===== config.mk =====
export PLATFORM = sky130hd
export DESIGN_NAME = gate_mem_cfg_ctrl
export DESIGN_NICKNAME = d
export VERILOG_FILES = /design/src/rtl/gate_mem_cfg_ctrl.sv
export SDC_FILE = /design/constraint.sdc
export NUM_CORES = 2
export LEC_CHECK = 0
export BUFFER_PORTS_ARGS = -buffer_cell sky130_fd_sc_hd__clkbuf_2
export CAP_MARGIN = 20
export CORE_AREA = 2 2 285 287
export CTS_BUF_LIST = sky130_fd_sc_hd__clkbuf_16
export DETAILED_ROUTE_END_ITERATION = 7
export DIE_AREA = 0 0 287 289
export PLACE_DENSITY = 0.68
export SYNTH_ARGS = -nofsm -noshare
export SYNTH_HDL_FRONTEND = slang
export SYNTH_SLANG_ARGS = --single-unit
export TNS_END_PERCENT = 1

===== constraint.sdc =====
create_clock -name aclk -period 4.4 [get_ports aclk]
set_input_delay 0.44 -clock aclk [delete_from_list [all_inputs] [get_ports aclk]]
set_output_delay 0.44 -clock aclk [all_outputs]
set_load 0.02 [all_outputs]

===== src/rtl/gate_mem_cfg_ctrl.sv =====
// Endpoint-table configuration sequencer: host writes land in a shadow table, and a
// commit drains DMA traffic, validates every endpoint and swaps the table onto ep_ctrl.
module gate_mem_cfg_ctrl #(
    parameter int N_ENDPOINTS   = 4,
    parameter int OUTS_BITS     = 8,
    parameter int DRAIN_TIMEOUT = 1024
) (
    input  logic                              aclk,
    input  logic                              aresetn,
    input  logic                              cfg_wr_en,
    input  logic [$clog2(4*N_ENDPOINTS)-1:0]  cfg_wr_addr,
    input  logic [31:0]                       cfg_wr_data,
    output logic                              cfg_wr_rej,
    input  logic                              cmd_commit,
    input  logic                              req_issue,
    input  logic                              req_done,
    output logic                              hold,
    output logic                              busy,
    output logic                              commit_done,
    output logic                              cfg_err,
    output logic [1:0]                        err_code,
    output logic [$clog2(N_ENDPOINTS):0]      err_ep,
    output logic [OUTS_BITS-1:0]              outstanding,
    output logic [99*N_ENDPOINTS-1:0]         ep_ctrl
);

    localparam int AW = $clog2(4*N_ENDPOINTS);
    localparam int EW = $clog2(N_ENDPOINTS) + 1;
    localparam int IW = (N_ENDPOINTS > 1) ? $clog2(N_ENDPOINTS) : 1;
    localparam int TW = $clog2(DRAIN_TIMEOUT + 1);

    typedef enum logic [2:0] {
        IDLE,
        DRAIN,
        VALIDATE,
        COMMIT,
        ERROR
    } state_t;

    state_t                    state_reg;
    logic [IW-1:0]             idx_reg;
    logic [TW-1:0]             timer_reg;
    logic [99*N_ENDPOINTS-1:0] shadow_flat;
    logic [N_ENDPOINTS-1:0]    bad_vec;
    logic                      in_range;
    logic                      wr_ok;

    assign in_range = ({1'b0, cfg_wr_addr} < (AW+1)'(4*N_ENDPOINTS));
    assign wr_ok    = cfg_wr_en && in_range && !busy;

    generate
        for (genvar gi = 0; gi < N_ENDPOINTS; gi++) begin : g_ep
            logic [47:0] base_reg;
            logic [47:0] bound_reg;
            logic [1:0]  access_reg;
            logic        valid_reg;
            logic        hit;

            assign hit = wr_ok && ((cfg_wr_addr >> 2) == AW'(gi));

            always_ff @(posedge aclk) begin
                if (!aresetn) begin
                    base_reg   <= '0;
                    bound_reg  <= '0;
                    access_reg <= '0;
                    valid_reg  <= 1'b0;
                end else if (hit) begin
                    case (cfg_wr_addr[1:0])
                        2'd0: base_reg[31:0]   <= cfg_wr_data;
                        2'd1: base_reg[47:32]  <= cfg_wr_data[15:0];
                        2'd2: bound_reg[31:0]  <= cfg_wr_data;
                        default: begin
                            bound_reg[47:32] <= cfg_wr_data[15:0];
                            access_reg       <= cfg_wr_data[17:16];
                            valid_reg        <= cfg_wr_data[18];
                        end
                    endcase
                end
            end

            assign shadow_flat[gi*99 +: 99] = {valid_reg, access_reg, bound_reg, base_reg};
            // Invalid endpoints are never range-checked.
            assign bad_vec[gi] = valid_reg && (base_reg > bound_reg);
        end
    endgenerate

    always_ff @(posedge aclk) begin
        if (!aresetn) begin
            cfg_wr_rej <= 1'b0;
        end else begin
            cfg_wr_rej <= cfg_wr_en && in_range && busy;
        end
    end

    // Saturating in-flight counter; simultaneous issue and done cancel out.
    always_ff @(posedge aclk) begin
        if (!aresetn) begin
            outstanding <= '0;
        end else if (req_issue && !req_done && (outstanding != '1)) begin
            outstanding <= outstanding + 1'b1;
        end else if (req_done && !req_issue && (outstanding != '0)) begin
            outstanding <= outstanding - 1'b1;
        end
    end

    always_ff @(posedge aclk) begin
        if (!aresetn) begin
            state_reg   <= IDLE;
            idx_reg     <= '0;
            timer_reg   <= '0;
            busy        <= 1'b0;
            hold        <= 1'b0;
            commit_done <= 1'b0;
            cfg_err     <= 1'b0;
            err_code    <= 2'b00;
            err_ep      <= '0;
            ep_ctrl     <= '0;
        end else begin
            case (state_reg)
                IDLE: begin
                    commit_done <= 1'b0;
                    if (cmd_commit) begin
                        state_reg <= DRAIN;
                        busy      <= 1'b1;
                        hold      <= 1'b1;
                        timer_reg <= '0;
                    end
                end
                DRAIN: begin
                    if (outstanding == '0) begin
                        state_reg <= VALIDATE;
                        idx_reg   <= '0;
                    end else if (timer_reg == TW'(DRAIN_TIMEOUT - 1)) begin
                        state_reg   <= ERROR;
                        err_code    <= 2'b10;
                        err_ep      <= '1;
                        commit_done <= 1'b1;
                    end else begin
                        timer_reg <= timer_reg + 1'b1;
                    end
                end
                VALIDATE: begin
                    if (bad_vec[idx_reg]) begin
                        state_reg   <= ERROR;
                        err_code    <= 2'b01;
                        err_ep      <= EW'(idx_reg);
                        commit_done <= 1'b1;
                    end else if (idx_reg == IW'(N_ENDPOINTS - 1)) begin
                        state_reg   <= COMMIT;
                        commit_done <= 1'b1;
                    end else begin
                        idx_reg <= idx_reg + 1'b1;
                    end
                end
                COMMIT: begin
                    // Whole table swaps on one edge so the gateway never sees a mix.
                    ep_ctrl     <= shadow_flat;
                    cfg_err     <= 1'b0;
                    err_code    <= 2'b00;
                    err_ep      <= '0;
                    commit_done <= 1'b0;
                    busy        <= 1'b0;
                    hold        <= 1'b0;
                    state_reg   <= IDLE;
                end
                default: begin
                    cfg_err     <= 1'b1;
                    commit_done <= 1'b0;
                    busy        <= 1'b0;
                    hold        <= 1'b0;
                    state_reg   <= IDLE;
                end
            endcase
        end
    end

endmodule


After elaboration in Yosys (flattened, before gate mapping)
Cells that the tools add are included.
{ "totals": {"ff_bits": 825, "inputBits": 42, "output_inout_bits": 414, "wordCells": 152} }
{ "op_classes": {"add_sub_neg": 4, "magnitude_cmp": 5, "n_eq_ne": 21, "muxes": 34, "bitwise_logic": 2, "n_reduce_logical": 51} }
{ "op_table": {"columns": ["cell", "count"], "rows": [
  ["$gt A48 B48 Y1", 4],
  ["$reduce_and A2 Y1", 17],
  ["$mux W11", 3],
  ["$mux W3", 8],
  ["$pmux W11 S2", 1],
  ["$pmux W3 S3", 2],
  ["$mux W8", 2],
  ["$ne A2 B2 Y1 const B", 8],
  ["$logic_and A1 B1 Y1", 14],
  ["$mux W2", 6],
  ["$reduce_and A4 Y1", 3],
  ["$add A11 B1 Y11 const B", 1],
  ["$eq A11 B10 Y1 const B", 1],
  ["$add A8 B1 Y8 const B", 1],
  ["$eq A2 B2 Y1 const B", 4],
  ["$logic_not A8 Y1", 1],
  ["$ne A8 B8 Y1 const B", 1],
  ["$reduce_bool A8 Y1", 1],
  ["$sub A8 B1 Y8 const B", 1],
  ["$eq A3 B2 Y1 const B", 2],
  ["$mux W1", 6],
  ["$ne A3 B3 Y1 const B", 2],
  ["$pmux W1 S2", 3],
  ["$pmux W2 S3", 1],
  ["16 further kinds", 24]
]} }

Logic depth before layout (Yosys ltp)
{ "logic_depth": {"depth_word": 6, "mapped_depth": 12, "mapped_depth_nobuf": 12} }

Worst setup path before layout
No wires, ideal clock.
{ "synth_path": {"path_type": "register to register", "startpoint": "reg outstanding[0]", "endpoint": "reg outstanding[7]", "setup_ps": 115, "t_arrival_ps": 2962, "t_required_ps": 4285, "path_slack_ps": 1323, "stages_incl_launch_ff": 13, "path_buffers": 0, "synth_period_minus_slack_ps": 3077, "cell_sequence": "dfxtp_1 -> nand4_1 -> o21ai_0 -> ha_1 -> a21o_1 -> a21oi_1 -> o21bai_1 -> a21oi_1 -> o21bai_1 -> a21oi_1 -> mux2i_1 -> xor2_1 -> and2_1"} }
{ "synth_between": {"elab_chain_len": 3, "word_cells_on_any_way": 9, "classes_between": "2 x add/sub; 1 x eq/ne; 2 x mux; 4 x reduce/logical"} }
{ "synth_rtl": {"columns": ["element", "line_no", "source"], "rows": [
  ["start, declared", "23", "output logic [OUTS_BITS-1:0] outstanding,"],
  ["start signal, assigned", "100", "outstanding <= outstanding + 1'b1;"],
  ["start signal, assigned", "102", "outstanding <= outstanding - 1'b1;"],
  ["$sub A8 B1 Y8, or another cell as far along", "102", null],
  ["$mux W8, or another cell as far along", "101", "end else if (req_done && !req_issue && (outstanding != '0)) begin"],
  ["$mux W8 / $reduce_bool A2 Y1 (equally long branches)", null, null]
]} }
Several ways; a longest one is shown, not always the timed one. The select of a mux whose other input is x is not followed.
A chain may end at the register's enable or synchronous reset.

Final worst setup path
{ "layout_path": {"startpoint": "reg g_ep[0].bound_reg[22]", "endpoint": "reg err_ep[0]"} }
{ "layout_between": {"elab_chain_len": 6} }
{ "layout_rtl": {"columns": ["element", "line_no", "source"], "rows": [
  ["start, declared", "54", "logic [47:0] bound_reg;"],
  ["start signal, assigned", "71", "2'd2: bound_reg[31:0] <= cfg_wr_data;"],
  ["$gt A48 B48 Y1", "83", "assign bad_vec[gi] = valid_reg && (base_reg > bound_reg);"],
  ["$logic_and A1 B1 Y1", "83", null],
  ["$bmux W1 S2", "143", "if (bad_vec[idx_reg]) begin"],
  ["$mux W1 (not written as such)", "143", null],
  ["$ne A2 B2 Y1 (no source line)", null, null],
  ["$reduce_and A4 Y1 (no source line)", null, null],
  ["end signal, assigned", "146", "err_ep <= EW'(idx_reg);"],
  ["end, declared", "22", "output logic [$clog2(N_ENDPOINTS):0] err_ep,"]
]} }
No other way between the ends. The select of a mux whose other input is x is not followed.

==> flow_summary.ini <==
[clocking]
cts_resized = 0
clockRootBuffer = clkbuf_16
clock_latency_ns = 0.63
cts_setup_buffers = 0
cts_buffers = 90
cts_max_path_buffers = 3
cts.hold.buffers_added = 0
cts_htree_levels = 3
cts.sinks = 824
cts_tree = yes
clkTransAtPathRegs_ns = 0.06

[worst_setup_path]
r2r-end = err_ep[0]
cp.arrival_ns = 3.84
crit_type = reg2reg
crit_required_ns = 4.92
cp-end-kind = flop
startpoint_type = flop
r2r-start = g_ep[0].bound_reg[22]
cp_max_fo = 9
r2r.worst_path.cells = 11
reg2reg_slack_ns = 1.08

[global_routing]
first_global_vias = 28162
grt-ovfl-total = 0
grt_use_met1 = 0.366
grt_pass1_wl_um = 170000
grtUsageMet3 = 0.0620
grtUsageTotal = 0.269
antenna_found_initial = 6
grt_max_degree = 154
busiest_layer = met2
grt_use_met2 = 0.415

[worst_hold_path]
hp-start = cfg_wr_en
hp-class = in2reg
whs_path_depth = 2
hold_path_end = cfg_wr_rej

[sta]
finalSetupViolCount = 0
fin_crit_ns = 3.32
rsz0062_at_grt = no
relSlewSlack = 0.258
skew_ns = 0.0165
setup_ws_ns = 1.08
fin_crit_sh = 0.755
worst_slew_pin_slew_ns = 1.11
max_freq_mhz = 301
final_hold_viol_count = 0
tns_ns = 0
drv_slew = 0

[floorplan]
ios = 456
num_rows = 104
start_util = 0.446
dieArea_mm2 = 0.0829
die_w_um = 287
dieHeight_um = 289
core_mm2 = 0.0799

[drt]
drt-initial-drc-count = 2400
route.detailed.drc = 0
wire_per_inst_um = 19.8
routed_wl_um = 115000
viasPerCell = 5.19
ant_nets = 0
drt-pass1-iter-count = 5
via_count = 30206

[yosys]
yosysUniqueCellTypes = 56
seq_area_frac_synth = 0.463
syn_area_per_cell_um2 = 8.12
ys_warn_count = 0
syn_area_mm2 = 0.0356
yosysTopAreaCell = dfxtp_1
synth-seq-cells = 824
postSynth.asyncResetShare = 0
synth-edff-count = 0
synth_area_leaders = dfxtp_1, nand2_1, a21boi_0
synthesis.instances = 4388
synth_top_area_frac = 0.463
syn-num-nets = 4631
synth_flop_cell = dfxtp_1

[placement]
placed_area_mm2 = 0.0386
portBuffers = 455
gp_congestion = 0.889
hpwl_um = 76400
place_ws_ns = 1.09

[power_and_ir_drop]
p_leak_uw = 0.0155
p_per_area_mw_per_mm2 = 394
vdd_drop_max_uv = 264

[finish]
drive_above_1_share = 0.136
largest_register_ffs = 396
finalInstanceArea_mm2 = 0.0415
nets = 4926
area_growth_pct = 16.4
multi_input_area_mm2 = 0.0173
seqCellArea_mm2 = 0.0165
fill_cells = 7643

[run_status]
status = finished, final reports clean

[run]
drv_cap = 0
==> final cells by class <==
type,instances,share of cell area
multi-input combinational,3063,0.417
sequential,824,0.398
timing repair buffer,502,0.0669
clock buffer,93,0.0561
tap,1060,0.0320
inverter,202,0.0183
clock inverter,69,0.0118
antenna,2,0.000121
==> synthesized netlist by cell type (3+ instances only) <==
cell      number
buf_1          7
nor3_1        23
nand4_1       40
a221oi_1       9
nor2_1        39
nor2b_1       18
o211a_1        4
o211ai_1       5
xnor2_1        6
a211oi_1       8
a21o_1        21
mux2i_1       10
nand2_1     1657
inv_1        202
o21ai_0       35
and2_1         4
o21bai_1       3
xor2_1         6
clkbuf_1     276
nor4_1         6
nand3_1       26
or3_1          7
a31oi_1        5
o22ai_1        3
nand2b_1       9
ha_1         200
clkbuf_2      13
and4_1         9
a21boi_0     792
a21oi_1       83
o31ai_1        4
dfxtp_1      824
o21a_1         3
==> layer usage <==
metal	wire length (µm)	vias up
met5	14	-
met4	4090	2
met3	9660	159
met2	50700	977
met1	50800	14163
li1	-	14905
==> kinds of logic (layout without fill, tap and decap cells) <==
kind of cell	count (synthesis)	after routing	share of synthesized area
mux	10	10	0.00281
flops	824	824	0.463
other cells	0	2	0
buf+inv	501	866	0.0535
fa+ha+maj	201	201	0.0708
compound gates	987	987	0.201
simple gates	1853	1853	0.206
xor+xnor	12	12	0.00295
==> power by group <==
part	total (µW)	switching, µW	internal [µW]	leakage (µW)
clock	7360	3140	4210	0.00146
combinational	1300	854	451	0.00739
sequential	7680	121	7560	0.00664
total	16300	4120	12200	0.0155
==> placed cells by master, fill, tap and decap left out, types with 8 or more instances in the layout <==
| cell | instances |
|---|---|
| mux2i_1 | 10 |
| buf_4 | 36 |
| clkinv_2 | 18 |
| nor2_1 | 36 |
| and4_1 | 9 |
| o21ai_0 | 35 |
| inv_1 | 222 |
| nand4_1 | 40 |
| a21o_1 | 21 |
| ha_1 | 200 |
| a221oi_1 | 9 |
| a21boi_0 | 792 |
| dfxtp_1 | 824 |
| buf_12 | 9 |
| nand3_1 | 26 |
| nand2b_1 | 9 |
| clkbuf_2 | 454 |
| a211oi_1 | 8 |
| a21oi_1 | 83 |
| nor3_1 | 17 |
| nand2_1 | 1656 |
| clkinv_1 | 18 |
| clkbuf_16 | 93 |
| nor2b_1 | 18 |
==> worst max-delay path by stage <==
stage	start	end	slack, ns	cells after the start
finish	g_ep[0].bound_reg[22]	err_ep[0]	1.08	11
detailed placement	g_ep[0].bound_reg[39]	err_ep[0]	1.09	11
CTS	g_ep[0].bound_reg[31]	err_ep[0]	1.07	11
global placement	g_ep[0].bound_reg[22]	err_ep[0]	1.17	11
global route	g_ep[0].bound_reg[31]	err_ep[0]	0.88	11
floorplan	outstanding[0]	outstanding[7]	1.32	12
==> worst max-delay path, stage by stage (launching register included) <==
cell and delay, ns:
dfxtp_1 0.35, inv_1 0.05, ha_1 0.31, nand4_1 0.17, nor4_1 0.53, nand4_1 0.20, a21oi_1 0.19, nor3_1 0.07
a21oi_1 0.49, o22ai_4 0.24, and4_1 0.27, a311o_1 0.32
==> metrics by stage <==
| step | std cells | hold WS [ns] | util | total power, µW |
|---|---|---|---|---|
| after floorplan | 4388 | 0.441 | - | 8680 |
| after global placement | 5647 | 0.452 | 0.483 | 9110 |
| after detailed placement | 5649 | 0.455 | 0.483 | 9130 |
| after CTS | 5811 | 0.131 | 0.519 | 16400 |
| after global routing | 5813 | 0.169 | 0.519 | 16900 |
| final | 5815 | 0.173 | 0.519 | 16300 |
(Power assumes the default switching activity.)
